## config.mk

```make
export PLATFORM = sky130hd
export DESIGN_NAME = stepper_motor_ctrl_flat
export DESIGN_NICKNAME = d
export VERILOG_FILES = /design/src/rtl/stepper_motor_ctrl_pkg.sv /design/src/rtl/stepper_motor_ctrl_if.sv /design/src/rtl/stepper_motor_ctrl_btn_debounce.sv /design/src/rtl/stepper_motor_ctrl.sv /design/src/flat_wrapper.sv
export SDC_FILE = /design/constraint.sdc
export NUM_CORES = 1
export LEC_CHECK = 0
export BUFFER_PORTS_ARGS = -buffer_cell sky130_fd_sc_hd__buf_2
export CAP_MARGIN = 0
export CELL_PAD_IN_SITES_DETAIL_PLACEMENT = 0
export CELL_PAD_IN_SITES_GLOBAL_PLACEMENT = 1
export CORE_ASPECT_RATIO = 1.1
export CORE_MARGIN = 2
export CORE_UTILIZATION = 48
export DETAILED_ROUTE_END_ITERATION = 8
export PLACE_DENSITY_LB_ADDON = 0.1
export SLEW_MARGIN = 20
export SYNTH_ARGS = -nofsm -noshare
export SYNTH_HDL_FRONTEND = slang
export SYNTH_SLANG_ARGS = --single-unit
export TNS_END_PERCENT = 5
```

## constraint.sdc

```tcl
create_clock -name clk -period 3 [get_ports clk]
set_input_delay 0.3 -clock clk [delete_from_list [all_inputs] [get_ports clk]]
set_output_delay 0.3 -clock clk [all_outputs]
set_load 0.03 [all_outputs]
```

## src/rtl/stepper_motor_ctrl_pkg.sv

```systemverilog
// Shared definitions for the stepper controller: half-step coil table,
// step-index type and the direction/speed button encodings.
package stepper_pkg;

    localparam int IDX_W = 3;
    typedef logic [IDX_W-1:0] idx_t;

    typedef enum logic {DIR_FWD = 1'b0, DIR_REV = 1'b1} dir_e;
    typedef enum logic {SPD_SLOW = 1'b0, SPD_FAST = 1'b1} spd_e;

    // {in1,in2,in3,in4} per index, element 0 is the rightmost entry
    localparam logic [7:0][3:0] HALF_STEP = {
        4'b1001, 4'b0001, 4'b0011, 4'b0010,
        4'b0110, 4'b0100, 4'b1100, 4'b1000
    };

    function automatic logic [3:0] coil_pattern(idx_t idx);
        return HALF_STEP[idx];
    endfunction

endpackage

```

## src/rtl/stepper_motor_ctrl_if.sv

```systemverilog
// Button inputs and coil/LED outputs of the stepper controller.
interface stepper_motor_ctrl_if;
    logic btn_start_stop;
    logic btn_direction_control;
    logic btn_speed;
    logic in1, in2, in3, in4;
    logic led, led1, led2, led3;

    modport master (
        output btn_start_stop, btn_direction_control, btn_speed,
        input  in1, in2, in3, in4, led, led1, led2, led3
    );

    modport slave (
        input  btn_start_stop, btn_direction_control, btn_speed,
        output in1, in2, in3, in4, led, led1, led2, led3
    );
endinterface

```

## src/rtl/stepper_motor_ctrl_btn_debounce.sv

```systemverilog
// Two-flop synchronizer followed by a stability filter: dout follows the
// synchronized input only after DEB_CYCLES consecutive differing cycles.
module btn_debounce #(
    parameter int DEB_CYCLES = 270_000
) (
    input  logic clk,
    input  logic rst,
    input  logic din,
    output logic dout
);
    localparam int CW = (DEB_CYCLES > 1) ? $clog2(DEB_CYCLES) : 1;
    localparam logic [CW-1:0] CNT_LAST = CW'(DEB_CYCLES - 1);

    logic          sync1_q, sync2_q;
    logic          filt_q, filt_d;
    logic [CW-1:0] cnt_q, cnt_d;

    always_comb begin
        filt_d = filt_q;
        cnt_d  = '0;
        // any return to the filtered level drops the partial count
        if (sync2_q != filt_q) begin
            if (cnt_q == CNT_LAST) begin
                filt_d = sync2_q;
            end else begin
                cnt_d = cnt_q + 1'b1;
            end
        end
    end

    always_ff @(posedge clk) begin
        if (rst) begin
            sync1_q <= 1'b0;
            sync2_q <= 1'b0;
            filt_q  <= 1'b0;
            cnt_q   <= '0;
        end else begin
            sync1_q <= din;
            sync2_q <= sync1_q;
            filt_q  <= filt_d;
            cnt_q   <= cnt_d;
        end
    end

    assign dout = filt_q;
endmodule

```

## src/rtl/stepper_motor_ctrl.sv

```systemverilog
// Half-step unipolar stepper driver: debounced run/dir/speed buttons, a
// prescaled step tick, registered coil drive and status LEDs.
module stepper_motor_ctrl
    import stepper_pkg::*;
#(
    parameter int CLK_HZ     = 27_000_000,
    parameter int SLOW_DIV   = 54_000,
    parameter int FAST_DIV   = 27_000,
    parameter int DEB_CYCLES = 270_000
) (
    input  logic                 clk,
    input  logic                 rst,
    stepper_motor_ctrl_if.slave  bus
);
    localparam int MAX_DIV = (SLOW_DIV > FAST_DIV) ? SLOW_DIV : FAST_DIV;
    localparam int CNT_W   = $clog2(MAX_DIV);
    localparam logic [CNT_W-1:0] SLOW_LAST = CNT_W'(SLOW_DIV - 1);
    localparam logic [CNT_W-1:0] FAST_LAST = CNT_W'(FAST_DIV - 1);

    logic run, dir, spd;

    btn_debounce #(.DEB_CYCLES(DEB_CYCLES)) u_deb_run (
        .clk(clk), .rst(rst), .din(bus.btn_start_stop), .dout(run));
    btn_debounce #(.DEB_CYCLES(DEB_CYCLES)) u_deb_dir (
        .clk(clk), .rst(rst), .din(bus.btn_direction_control), .dout(dir));
    btn_debounce #(.DEB_CYCLES(DEB_CYCLES)) u_deb_spd (
        .clk(clk), .rst(rst), .din(bus.btn_speed), .dout(spd));

    logic [CNT_W-1:0] cnt_q, cnt_d;
    logic [CNT_W-1:0] div_last;
    logic             tick;
    idx_t             idx_q, idx_d;
    logic [3:0]       coil_q, coil_d;
    logic [3:0]       led_q, led_d;

    always_comb begin
        div_last = (spd == logic'(SPD_FAST)) ? FAST_LAST : SLOW_LAST;
        // >= rather than == so a slow->fast switch past the new limit ticks at once
        tick     = run && (cnt_q >= div_last);
        cnt_d    = (!run || tick) ? '0 : cnt_q + 1'b1;
        idx_d    = idx_q;
        if (tick) begin
            idx_d = (dir == logic'(DIR_REV)) ? idx_q - 1'b1 : idx_q + 1'b1;
        end
        coil_d   = run ? coil_pattern(idx_q) : 4'b0000;
        led_d    = {run, dir, spd, led_q[0] ^ tick};
    end

    always_ff @(posedge clk) begin
        if (rst) begin
            cnt_q  <= '0;
            idx_q  <= '0;
            coil_q <= 4'b0000;
            led_q  <= 4'b0000;
        end else begin
            cnt_q  <= cnt_d;
            idx_q  <= idx_d;
            coil_q <= coil_d;
            led_q  <= led_d;
        end
    end

    assign bus.in1  = coil_q[3];
    assign bus.in2  = coil_q[2];
    assign bus.in3  = coil_q[1];
    assign bus.in4  = coil_q[0];
    assign bus.led  = led_q[3];
    assign bus.led1 = led_q[2];
    assign bus.led2 = led_q[1];
    assign bus.led3 = led_q[0];
endmodule

```

## src/flat_wrapper.sv

```systemverilog
// flat-port wrapper written by rule: the top's interface ports become plain ports
module stepper_motor_ctrl_flat import stepper_pkg::*;
#(
    parameter int CLK_HZ     = 27_000_000,
    parameter int SLOW_DIV   = 54_000,
    parameter int FAST_DIV   = 27_000,
    parameter int DEB_CYCLES = 270_000
)
  (clk, rst, bus_btn_start_stop, bus_btn_direction_control, bus_btn_speed, bus_in1, bus_in2, bus_in3, bus_in4, bus_led, bus_led1, bus_led2, bus_led3);
  stepper_motor_ctrl_if bus_i ();
  input  logic clk;
  input  logic rst;
  input wire logic [$bits(bus_i.btn_start_stop)-1:0] bus_btn_start_stop;
  input wire logic [$bits(bus_i.btn_direction_control)-1:0] bus_btn_direction_control;
  input wire logic [$bits(bus_i.btn_speed)-1:0] bus_btn_speed;
  output wire logic [$bits(bus_i.in1)-1:0] bus_in1;
  output wire logic [$bits(bus_i.in2)-1:0] bus_in2;
  output wire logic [$bits(bus_i.in3)-1:0] bus_in3;
  output wire logic [$bits(bus_i.in4)-1:0] bus_in4;
  output wire logic [$bits(bus_i.led)-1:0] bus_led;
  output wire logic [$bits(bus_i.led1)-1:0] bus_led1;
  output wire logic [$bits(bus_i.led2)-1:0] bus_led2;
  output wire logic [$bits(bus_i.led3)-1:0] bus_led3;
  assign bus_i.btn_start_stop = bus_btn_start_stop;
  assign bus_i.btn_direction_control = bus_btn_direction_control;
  assign bus_i.btn_speed = bus_btn_speed;
  assign bus_in1 = bus_i.in1;
  assign bus_in2 = bus_i.in2;
  assign bus_in3 = bus_i.in3;
  assign bus_in4 = bus_i.in4;
  assign bus_led = bus_i.led;
  assign bus_led1 = bus_i.led1;
  assign bus_led2 = bus_i.led2;
  assign bus_led3 = bus_i.led3;
  stepper_motor_ctrl #(.CLK_HZ(CLK_HZ), .SLOW_DIV(SLOW_DIV), .FAST_DIV(FAST_DIV), .DEB_CYCLES(DEB_CYCLES)) u_core (.clk(clk), .rst(rst), .bus(bus_i));
endmodule
```

==> results of run 1 <==
[layer usage]
layer	vias up	track usage
li1	1500	-
met3	9	0.0335
met2	21	0.241
met1	1311	0.209
met4	0	0.0723
met5	-	0
[report_power, final]
part	leakage, nW	internal (mW)	switching (mW)
sequential	0.750	1.24	0.00255
clock	0.0857	0.325	0.432
combinational	0.648	0.00629	0.0129
[state kept, by name, summed over array words and instances (netlist names)]
| register | cells |
|---|---|
| u_core.u_deb_dir.cnt_q | 19 |
| u_core.u_deb_run.sync1_q | 1 |
| u_core.u_deb_dir.sync2_q | 1 |
| u_core.coil_q | 4 |
| u_core.u_deb_spd.dout | 1 |
| u_core.idx_q | 3 |
| u_core.led_q | 4 |
| u_core.u_deb_dir.dout | 1 |
| u_core.u_deb_run.cnt_q | 19 |
| u_core.u_deb_spd.sync1_q | 1 |
| u_core.u_deb_spd.cnt_q | 19 |
| u_core.u_deb_dir.sync1_q | 1 |
| u_core.u_deb_run.dout | 1 |
| u_core.u_deb_run.sync2_q | 1 |
| u_core.cnt_q | 16 |
| u_core.u_deb_spd.sync2_q | 1 |
[worst min-delay path by stage]
stage	start	to	cells past startpoint
6_report	bus_btn_speed	u_core.u_deb_spd.sync1_q	2
5_1_grt	bus_btn_speed	u_core.u_deb_spd.sync1_q	2
4_1_cts	bus_btn_speed	u_core.u_deb_spd.sync1_q	2
3_5_place_dp	u_core.u_deb_dir.sync1_q	u_core.u_deb_dir.sync2_q	1
3_3_place_gp	u_core.u_deb_run.sync1_q	u_core.u_deb_run.sync2_q	1
2_1_floorplan	u_core.u_deb_dir.sync1_q	u_core.u_deb_dir.sync2_q	1
[logic make-up after synthesis]
group | count (synthesis)
multiplexers | 4
AND/OR/NAND/NOR | 220
flip-flops | 93
AO/OA/AOI/OAI | 14
buffers and inverters | 25
XOR/XNOR | 69
adder cells (fa/ha/maj) | 14
[through the flow]
stage / instances / area, um^2 / setup WS (ps)
final: 566 / 4420 / 547
after global placement: 550 / 4240 / 633
after global routing: 566 / 4420 / 354
after detailed placement: 550 / 4240 / 546
after CTS: 566 / 4420 / 524
after floorplan: 439 / 4130 / 858
[cell type report]
class / instances / area share
Clock inverter: 5 / 0.00765
Sequential cell: 93 / 0.421
Tap cell: 111 / 0.0314
Timing Repair Buffer: 12 / 0.0136
Multi-Input combinational cell: 321 / 0.483
Inverter: 13 / 0.0110
Clock buffer: 11 / 0.0320
[cell usage in the layout, fill, tap and decap left out, types with 2 or more instances in the layout]
| cell type | count |
|---|---|
| dfxtp_1 | 93 |
| nor2_1 | 85 |
| xor2_1 | 44 |
| xnor2_1 | 25 |
| nand2_1 | 23 |
| nand3_1 | 23 |
| nand4_1 | 19 |
| and3_1 | 15 |
| inv_1 | 13 |
| ha_1 | 13 |
| buf_2 | 12 |
| clkbuf_8 | 10 |
| and4_1 | 9 |
| nor2_4 | 9 |
| nor3_1 | 7 |
| nor2b_1 | 6 |
| or3_1 | 4 |
| a21oi_1 | 4 |
| nor4b_1 | 3 |
| nor4_1 | 3 |
| nand4b_1 | 3 |
| o21ai_0 | 3 |
| mux2i_1 | 3 |
| and2_1 | 2 |
| a2111oi_4 | 2 |
| nor2_2 | 2 |
| clkinv_2 | 2 |
| clkinvlp_4 | 2 |
==> flow_summary.toml, run 1 <==
[worst_setup_path]
cp_max_fo = 15
crit_type = "register to register"
max_stage_delay_ps = 540
path_buf_inv = 1
endpoint = "u_core.cnt_q[4]"
cpLargestDelayFamily = "compound AO/OA/AOI/OAI gates"
worst_path_max_delay_cell = "a2111oi_4"
crit_cells = 7
crit_start = "u_core.u_deb_spd.dout"
r2r_cells = 7
critPathCaptureType = "register"
path_cells = "inv_1 -> ha_1 -> a2111oi_4 -> nor3_2 -> a2111oi_4 -> nand2_4 -> nor2_1"
reg2reg_from = "u_core.u_deb_spd.dout"
worstSetupStartpointType = "register"
critPathRequiredTime_ps = 3280
crit_arrival_ps = 2740
cp_common_cell = "a2111oi_4"
rrSetupSlack_ps = 550
r2r-end = "u_core.cnt_q[4]"

[detailed_routing]
route.final.wire_length_um = 6860
viasPerCell = 5.02
remaining_drc_errors = 0
met3_length_um = 162
detail_route.iter0.violations = 67
dr_wl_met2_um = 3010
wl_met1_um = 3580
dr.max_layer_used = "met4"
antenna_left = 0
first_pass_iters = 4
vias = 2841
wl_per_cell_um = 12.1

[logic_synthesis]
postSynthAreaPerCell_um2 = 9.40
synth_top_family_by_area = "simple AND/OR/NAND/NOR gates"
synth_compound_area_frac = 0.0315
muxShareOfSynthArea = 0.0109
synth_common_cells = "dfxtp_1, nor2_1, xor2_1, xnor2_1"
synth.largest_area_cell = "dfxtp_1"
ys.flop_type = "dfxtp_1"
ys_ff_latch = 93
syn_inst = 439
synth-xor-area-share = 0.146
ys_seq_area_frac = 0.451
synth-edff-count = 0
syn_nets = 458
synth-simple-area-share = 0.284
yosysWarnings = 0
ys_top_cells_by_area = "dfxtp_1, xor2_1, nor2_1"
yosys.area.top_type_share = 0.451
synthAdderAreaFrac = 0.0443
yosysMostFrequentCell = "dfxtp_1"
synthesis.area_mm2 = 0.00413
synth_cell_type_count = 43
async_flop_share = 0

[clocking]
clock-root-buffer = "clkbuf_8"
cts_hold_buf = 0
cts.sinks = 93
cts_inserted_buffers = 9
post_cts_resized = 0
clock_latency_ps = 350
cts_tree = "built"
clockBufferDepth = 2
post_cts_buffers = 0
htree_levels = 3
clk_pin_slew_ps = 90

[global_route]
grt_pass1_wl_um = 11700
grt_antenna_before_repair = 0
grt_max_degree = 22
gr-total-overflow = 0
track_usage = 0.156
first_global_vias = 2602

[placed_design]
port_buffers = 12
hpwl_um = 4810
place_congestion = 0.775

[sta]
finalSetupViolCount = 0
clock_skew_ps = 11.2
fmax_mhz = 408
fin_crit_sh = 0.818
hold_viol_final = 0
setup_tns_ps = 0
fin_hold_ws_ps = 152
slew_viol_final = 0
timing.slew.headroom = 0.542
tightest_slew_ps = 682
rsz0062_at_grt = "false"
finalCriticalPeriod_ps = 2450

[final_layout]
nets = 469
final_layout_size_suffix_gt1_frac = 0.0989
n_antenna_cell = 0
syn_to_final_growth_pct = 7.10
multi_input_area_mm2 = 0.00213
fillCellCount = 809
regArea_mm2 = 0.00186
final_util = 0.528

[power_and_ir_drop]
power_density_mw_per_mm2 = 457
leakage_nw = 1.48
peakVddDrop_uv = 207
total_power_mw = 2.02

[floorplan]
pin_count = 13
coreArea_mm2 = 0.00836
die_area_mm2 = 0.00935
die_x_um = 92.4
die_h_um = 101
initial_utilization = 0.493
rows = 35

[run]
drv_cap = 0

[hold_path]
hp-class = "primary input to register"

[run_status]
outcome = "finished, final reports clean"
Note: power is estimated with default switching activity, not from simulation.
==> run 2: changes to the inputs <==
--- a/config.mk
+++ b/config.mk
@@ -11,7 +11,7 @@
 export CELL_PAD_IN_SITES_GLOBAL_PLACEMENT = 1
 export CORE_ASPECT_RATIO = 1.1
 export CORE_MARGIN = 2
-export CORE_UTILIZATION = 48
+export CORE_UTILIZATION = 43
 export DETAILED_ROUTE_END_ITERATION = 8
 export PLACE_DENSITY_LB_ADDON = 0.1
 export SLEW_MARGIN = 20
==> constraint.sdc (replaced) <==
create_clock -name clk -period 2.04 [get_ports clk]
set_input_delay 0.204 -clock clk [delete_from_list [all_inputs] [get_ports clk]]
set_output_delay 0.204 -clock clk [all_outputs]
set_load 0.03 [all_outputs]
==> run 2 against run 1 <==
  * Wire length is 2.8% higher
  * Sequential share of layout area fell by 2.2 points
  * Flip-flop and latch count unchanged
  * Critical path type unchanged
  * Largest cell class unchanged
  * Highest routed layer unchanged
==> flow_summary.toml, run 2 (synthesis results as in run 1) <==
[run_status]
outcome = "finished, final reports clean"

[sta]
timing.slew.headroom = 0.649
setup_tns_ps = 0
finalSetupViolCount = 0
hold_viol_final = 0
finalCriticalPeriod_ps = 1980
fmax_mhz = 504
tightest_slew_ps = 525
rsz0062_at_grt = "true"
clock_skew_ps = 12.8
slew_viol_final = 0
fin_crit_sh = 0.972

[final_layout]
reg.largest.list = "u_core.u_deb_dir.cnt_q (19), u_core.u_deb_run.cnt_q (19), u_core.u_deb_spd.cnt_q (19)"
nets = 484
n_antenna_cell = 0
fin_area_mm2 = 0.00467
final_cell_mix = "dfxtp_1, nor2_1, xor2_1"
syn_to_final_growth_pct = 13.3
final_layout_size_suffix_gt1_frac = 0.151
layout_commonest_cell = "dfxtp_1"
fillCellCount = 910

[worst_setup_path]
endpoint = "u_core.idx_q[0]"
cpLargestDelayFamily = "compound AO/OA/AOI/OAI gates"
path_buf_inv = 2
crit_start = "u_core.u_deb_spd.dout"
r2r-end = "u_core.idx_q[0]"
crit_cells = 8
critPathCaptureType = "register"
crit_type = "register to register"
r2r_cells = 8
worst_path_max_delay_cell = "dfxtp_4"
crit_arrival_ps = 2230
reg2reg_from = "u_core.u_deb_spd.dout"
cp_max_fo = 8
critPathRequiredTime_ps = 2290
worstSetupStartpointType = "register"
max_stage_delay_ps = 430
rrSetupSlack_ps = 60
path_cells = "inv_6 -> ha_2 -> a41oi_2 -> o21ai_2 -> a2111oi_4 -> buf_6 -> nor2_2 -> mux2_4"

[detailed_routing]
viasPerCell = 4.94
wl_per_cell_um = 12.0
detail_route.iter0.violations = 68
vias = 2897
route.final.wire_length_um = 7050
antenna_left = 0
first_pass_iters = 4
remaining_drc_errors = 0

[global_route]
grt_max_degree = 22
gr-total-overflow = 0
grt_antenna_before_repair = 0
first_global_vias = 2821
grt_pass1_wl_um = 12700
track_usage = 0.148

[floorplan]
rows = 37
die_area_mm2 = 0.0104
coreArea_mm2 = 0.00935
pin_count = 13
die_h_um = 107
initial_utilization = 0.441
die_x_um = 97.4

[placed_design]
hpwl_um = 5020
port_buffers = 12
placed_area_mm2 = 0.00439
place_congestion = 0.759

[clocking]
cts_inserted_buffers = 9
cts.sinks = 93
htree_levels = 3
clockBufferDepth = 2
clock-root-buffer = "clkbuf_8"
clock_latency_ps = 360
post_cts_buffers = 0
clk_pin_slew_ps = 90
cts_tree = "built"
cts_hold_buf = 0

[power_and_ir_drop]
p_int_mw = 2.44
peakVddDrop_uv = 336
clkPwrFrac = 0.399
leakage_nw = 1.60
power_density_mw_per_mm2 = 662
p_sw_frac = 0.212
p_seq_frac = 0.589
netSwitchingPower_mw = 0.657
power_frac_comb = 0.011

[hold_path]
hp-class = "primary input to register"

[run]
drv_cap = 0
## run 2: cell count changes in the layout (fill, tap and decap cells not counted), sizes merged
cell / delta
buf: +15
bufinv: +1
clkinv: +1
clkinvlp: -1
inv: -1
## run 2: timing repair
action | CTS | global route
pin swaps | 0 | 7
endpoints found under the hold margin | 0 | 0
resized for setup | 1 | 15
setup endpoints to repair | 18 | 19
## run 2: area by class of cell
class	count	area [um^2]	share of cell area
multi-input cells	321	2210	0.472
flip-flops and latches	93	1870	0.399
repair buffers	27	201	0.0431
well taps	117	146	0.0313
clock buffers	11	141	0.0302
clock inverters	5	60.1	0.0128
inverters	13	53.8	0.0115
## run 2: stage by stage
stage	util	hold slack, ps	instances	power, mW	setup slack [ps]
after floorplan	-	332	439	1.89	49.5
after global placement	0.469	418	571	1.90	21.8
after detailed placement	0.469	421	571	1.90	-22.7
after CTS	0.491	30.0	587	3.15	-12.3
after global routing	0.500	52.0	587	3.23	-15.9
final	0.500	42.6	587	3.09	57.1
## run 2: power by group through the flow
stage | clock [mW] | sequential [mW] | combinational (mW)
after global placement | 0 | 1.87 | 0.0354
after CTS | 1.29 | 1.82 | 0.0357
after detailed placement | 0 | 1.87 | 0.0356
final | 1.24 | 1.82 | 0.0346
after floorplan | 0 | 1.87 | 0.0235
after global routing | 1.36 | 1.83 | 0.0391
## run 2: worst min-delay path by stage
stage                               from                  endpoint  slack [ps]  cells past startpoint
4_1_cts                    bus_btn_speed  u_core.u_deb_spd.sync1_q          30                      2
3_5_place_dp               bus_btn_speed  u_core.u_deb_spd.sync1_q         420                      2
3_3_place_gp    u_core.u_deb_run.sync1_q  u_core.u_deb_run.sync2_q         420                      1
2_1_floorplan  bus_btn_direction_control  u_core.u_deb_dir.sync1_q         330                      1
5_1_grt               bus_btn_start_stop  u_core.u_deb_run.sync1_q          50                      2
6_report                   bus_btn_speed  u_core.u_deb_spd.sync1_q          40                      2
## run 2: worst reg2reg max path, cell delays in order (launching register included)
cell and delay, ps:
dfxtp_4 430, inv_6 60, ha_2 170, a41oi_2 220
o21ai_2 100, a2111oi_4 360, buf_6 190, nor2_2 60
mux2_4 290
## run 2: routing by layer
layer	wire length (um)	vias up	global-route usage
met3	124	11	0.0254
met1	3670	1333	0.194
li1	-	1533	-
met5	0	-	0
met4	155	0	0.0774
met2	3110	20	0.234
==> run 3: changes to the inputs <==
--- a/config.mk
+++ b/config.mk
@@ -10,8 +10,7 @@
 export CELL_PAD_IN_SITES_DETAIL_PLACEMENT = 0
 export CELL_PAD_IN_SITES_GLOBAL_PLACEMENT = 1
 export CORE_ASPECT_RATIO = 1.1
-export CORE_MARGIN = 2
-export CORE_UTILIZATION = 43
+export CORE_UTILIZATION = 48
 export DETAILED_ROUTE_END_ITERATION = 8
 export PLACE_DENSITY_LB_ADDON = 0.1
 export SLEW_MARGIN = 20
==> constraint.sdc (replaced) <==
create_clock -name clk -period 1.9 [get_ports clk]
set_input_delay 0.19 -clock clk [delete_from_list [all_inputs] [get_ports clk]]
set_output_delay 0.19 -clock clk [all_outputs]
set_load 0.05 [all_outputs]
==> run 3 against run 2 <==
  * The flow now finishes with violations (setup timing)
  * Worst setup slack worse by 79 ps
  * Non-clock buffer count up 8
  * Critical path depth unchanged
  * Wire length up 2.5%
  * Global-route usage up 2.7 points
  * Die area down 14%
  * Sequential power up 8%
  * Design area up 1.7%
  * Flip-flop and latch count unchanged
  * Power up 8.3%
  * First-iteration DRC count down 25%
  * Register-to-register slack worse by 80 ps
  * Critical path type unchanged
  * Largest cell class unchanged
  * Highest routed layer unchanged
==> flow_summary.toml, run 3 (synthesis results as in run 1) <==
[hold_path]
hold-path-cell-count = 2
worstHoldEndpoint = "u_core.u_deb_dir.sync1_q"
hp-class = "primary input to register"
hp-start = "bus_btn_direction_control"

[sta]
timing.slew.headroom = 0.639
fin_crit_sh = 1.01
finalSetupViolCount = 1
setup_slack_ps = -21.9
finalCriticalPeriod_ps = 1920
hold_viol_final = 0
rsz0062_at_grt = "true"
fmax_mhz = 520
slew_viol_final = 0
clock_skew_ps = 11.7
tightest_slew_ps = 527

[clocking]
cts.sinks = 93
cts_tree = "built"
clk_pin_slew_ps = 80
clock-root-buffer = "clkbuf_8"
htree_levels = 3
cts_hold_buf = 0
clock_latency_ps = 350
clockBufferDepth = 2
cts_inserted_buffers = 9

[global_route]
track_usage = 0.175
use_met3 = 0.0359
grt_util_met1 = 0.226
gr-total-overflow = 0
grt_util_met2 = 0.286
busiest_layer = "met2"
first_global_vias = 2811
grt_max_degree = 22
grt_antenna_before_repair = 0
grt_pass1_wl_um = 12800

[placed_design]
place_congestion = 0.732
hpwl_um = 4990
placed_area_mm2 = 0.00446
port_buffers = 12

[final_layout]
n_antenna_cell = 0
fin_area_mm2 = 0.00476
regArea_mm2 = 0.00187
syn_to_final_growth_pct = 15.3
final_layout_size_suffix_gt1_frac = 0.176
fillCellCount = 764
multi_input_area_mm2 = 0.00223
final_cell_mix = "dfxtp_1, nor2_1, xor2_1"
nets = 492
reg.largest.list = "u_core.u_deb_dir.cnt_q (19), u_core.u_deb_run.cnt_q (19), u_core.u_deb_spd.cnt_q (19)"
final_util = 0.569
layout_commonest_cell = "dfxtp_1"

[detailed_routing]
viasPerCell = 5.02
detail_route.iter0.violations = 51
wl_per_cell_um = 12.3
remaining_drc_errors = 0
vias = 2958
antenna_left = 0
route.final.wire_length_um = 7230
first_pass_iters = 4

[worst_setup_path]
cp_max_fo = 7
max_stage_delay_ps = 420
reg2reg_from = "u_core.u_deb_spd.dout"
worstSetupStartpointType = "register"
crit_type = "register to register"
cp_common_cell = "a2111oi_4"
r2r-end = "u_core.idx_q[0]"
path_cells = "inv_6 -> ha_4 -> a2111oi_4 -> nor3_2 -> a2111oi_4 -> buf_6 -> nor2_4 -> mux2_4"
r2r_cells = 8
critPathRequiredTime_ps = 2130
rrSetupSlack_ps = -20
worst_path_max_delay_cell = "dfxtp_4"
crit_arrival_ps = 2160
critPathCaptureType = "register"

[power_and_ir_drop]
leakage_nw = 1.64
peakVddDrop_uv = 386
power_density_mw_per_mm2 = 704

[run_status]
violations = "setup timing"
outcome = "finished with violations"

[floorplan]
die_x_um = 90.4
pin_count = 13
initial_utilization = 0.493
rows = 35
coreArea_mm2 = 0.00836
die_area_mm2 = 0.00897
die_h_um = 99.2

[run]
drv_cap = 0
[run 3: cell type report]
type	instances	share of cell area
clock inverter	5	0.0118
timing repair buffer	35	0.0550
tap	111	0.0292
sequential	93	0.393
inverter	13	0.0113
multi-input combinational	321	0.468
clock buffer	11	0.0318
[run 3: report_power, final]
part           total, mW  internal, mW  switching [mW]
combinational     0.0369        0.0155          0.0214
sequential          1.96          1.95         0.00403
clock               1.36         0.681           0.674
total               3.35          2.65           0.700
[run 3: critical path: cells and delay by family, from the launching register on]
| kind | cells | cell delay [ps] |
|---|---|---|
| muxes | 1 | 290 |
| and+or+nand+nor | 2 | 140 |
| buffers and inverters | 2 | 250 |
| AOI/OAI and AO/OA | 2 | 550 |
| adders and majority gates | 1 | 160 |
| DFF | 1 | 420 |
[run 3: worst max-delay path by stage]
| stage | start | to | slack (ps) |
|---|---|---|---|
| final | u_core.u_deb_spd.dout | u_core.idx_q[0] | -20 |
| after global routing | u_core.u_deb_spd.dout | u_core.idx_q[0] | -90 |
| after floorplan | u_core.u_deb_spd.dout | u_core.idx_q[0] | -40 |
| after CTS | u_core.u_deb_spd.dout | u_core.idx_q[0] | -50 |
| after detailed placement | u_core.u_deb_spd.dout | u_core.idx_q[0] | -60 |
| after global placement | u_core.u_deb_spd.dout | u_core.idx_q[0] | -20 |
[run 3: repair_timing]
item	in CTS	in global routing
pin swaps	5	16
setup endpoints to repair	19	30
gates resized for setup	5	8
setup buffers	2	2
[run 3: metal layers]
metal	vias to the layer above	wire length [um]
li1	1553	-
met1	1381	3500
met4	0	68
met5	-	0
met2	18	3470
met3	6	187
[run 3: metrics by stage]
step,power (mW),setup TNS [ps],worst slack [ps],hold slack [ps],cells
after global routing,3.49,-546,-93.6,53.7,589
after detailed placement,2.04,-664,-58.8,417,569
final,3.35,-21.9,-21.9,63.4,589
after floorplan,2.03,-46.6,-39.5,318,439
after global placement,2.04,-50.6,-24.8,415,569
after CTS,3.41,-76.0,-54.3,48.4,587
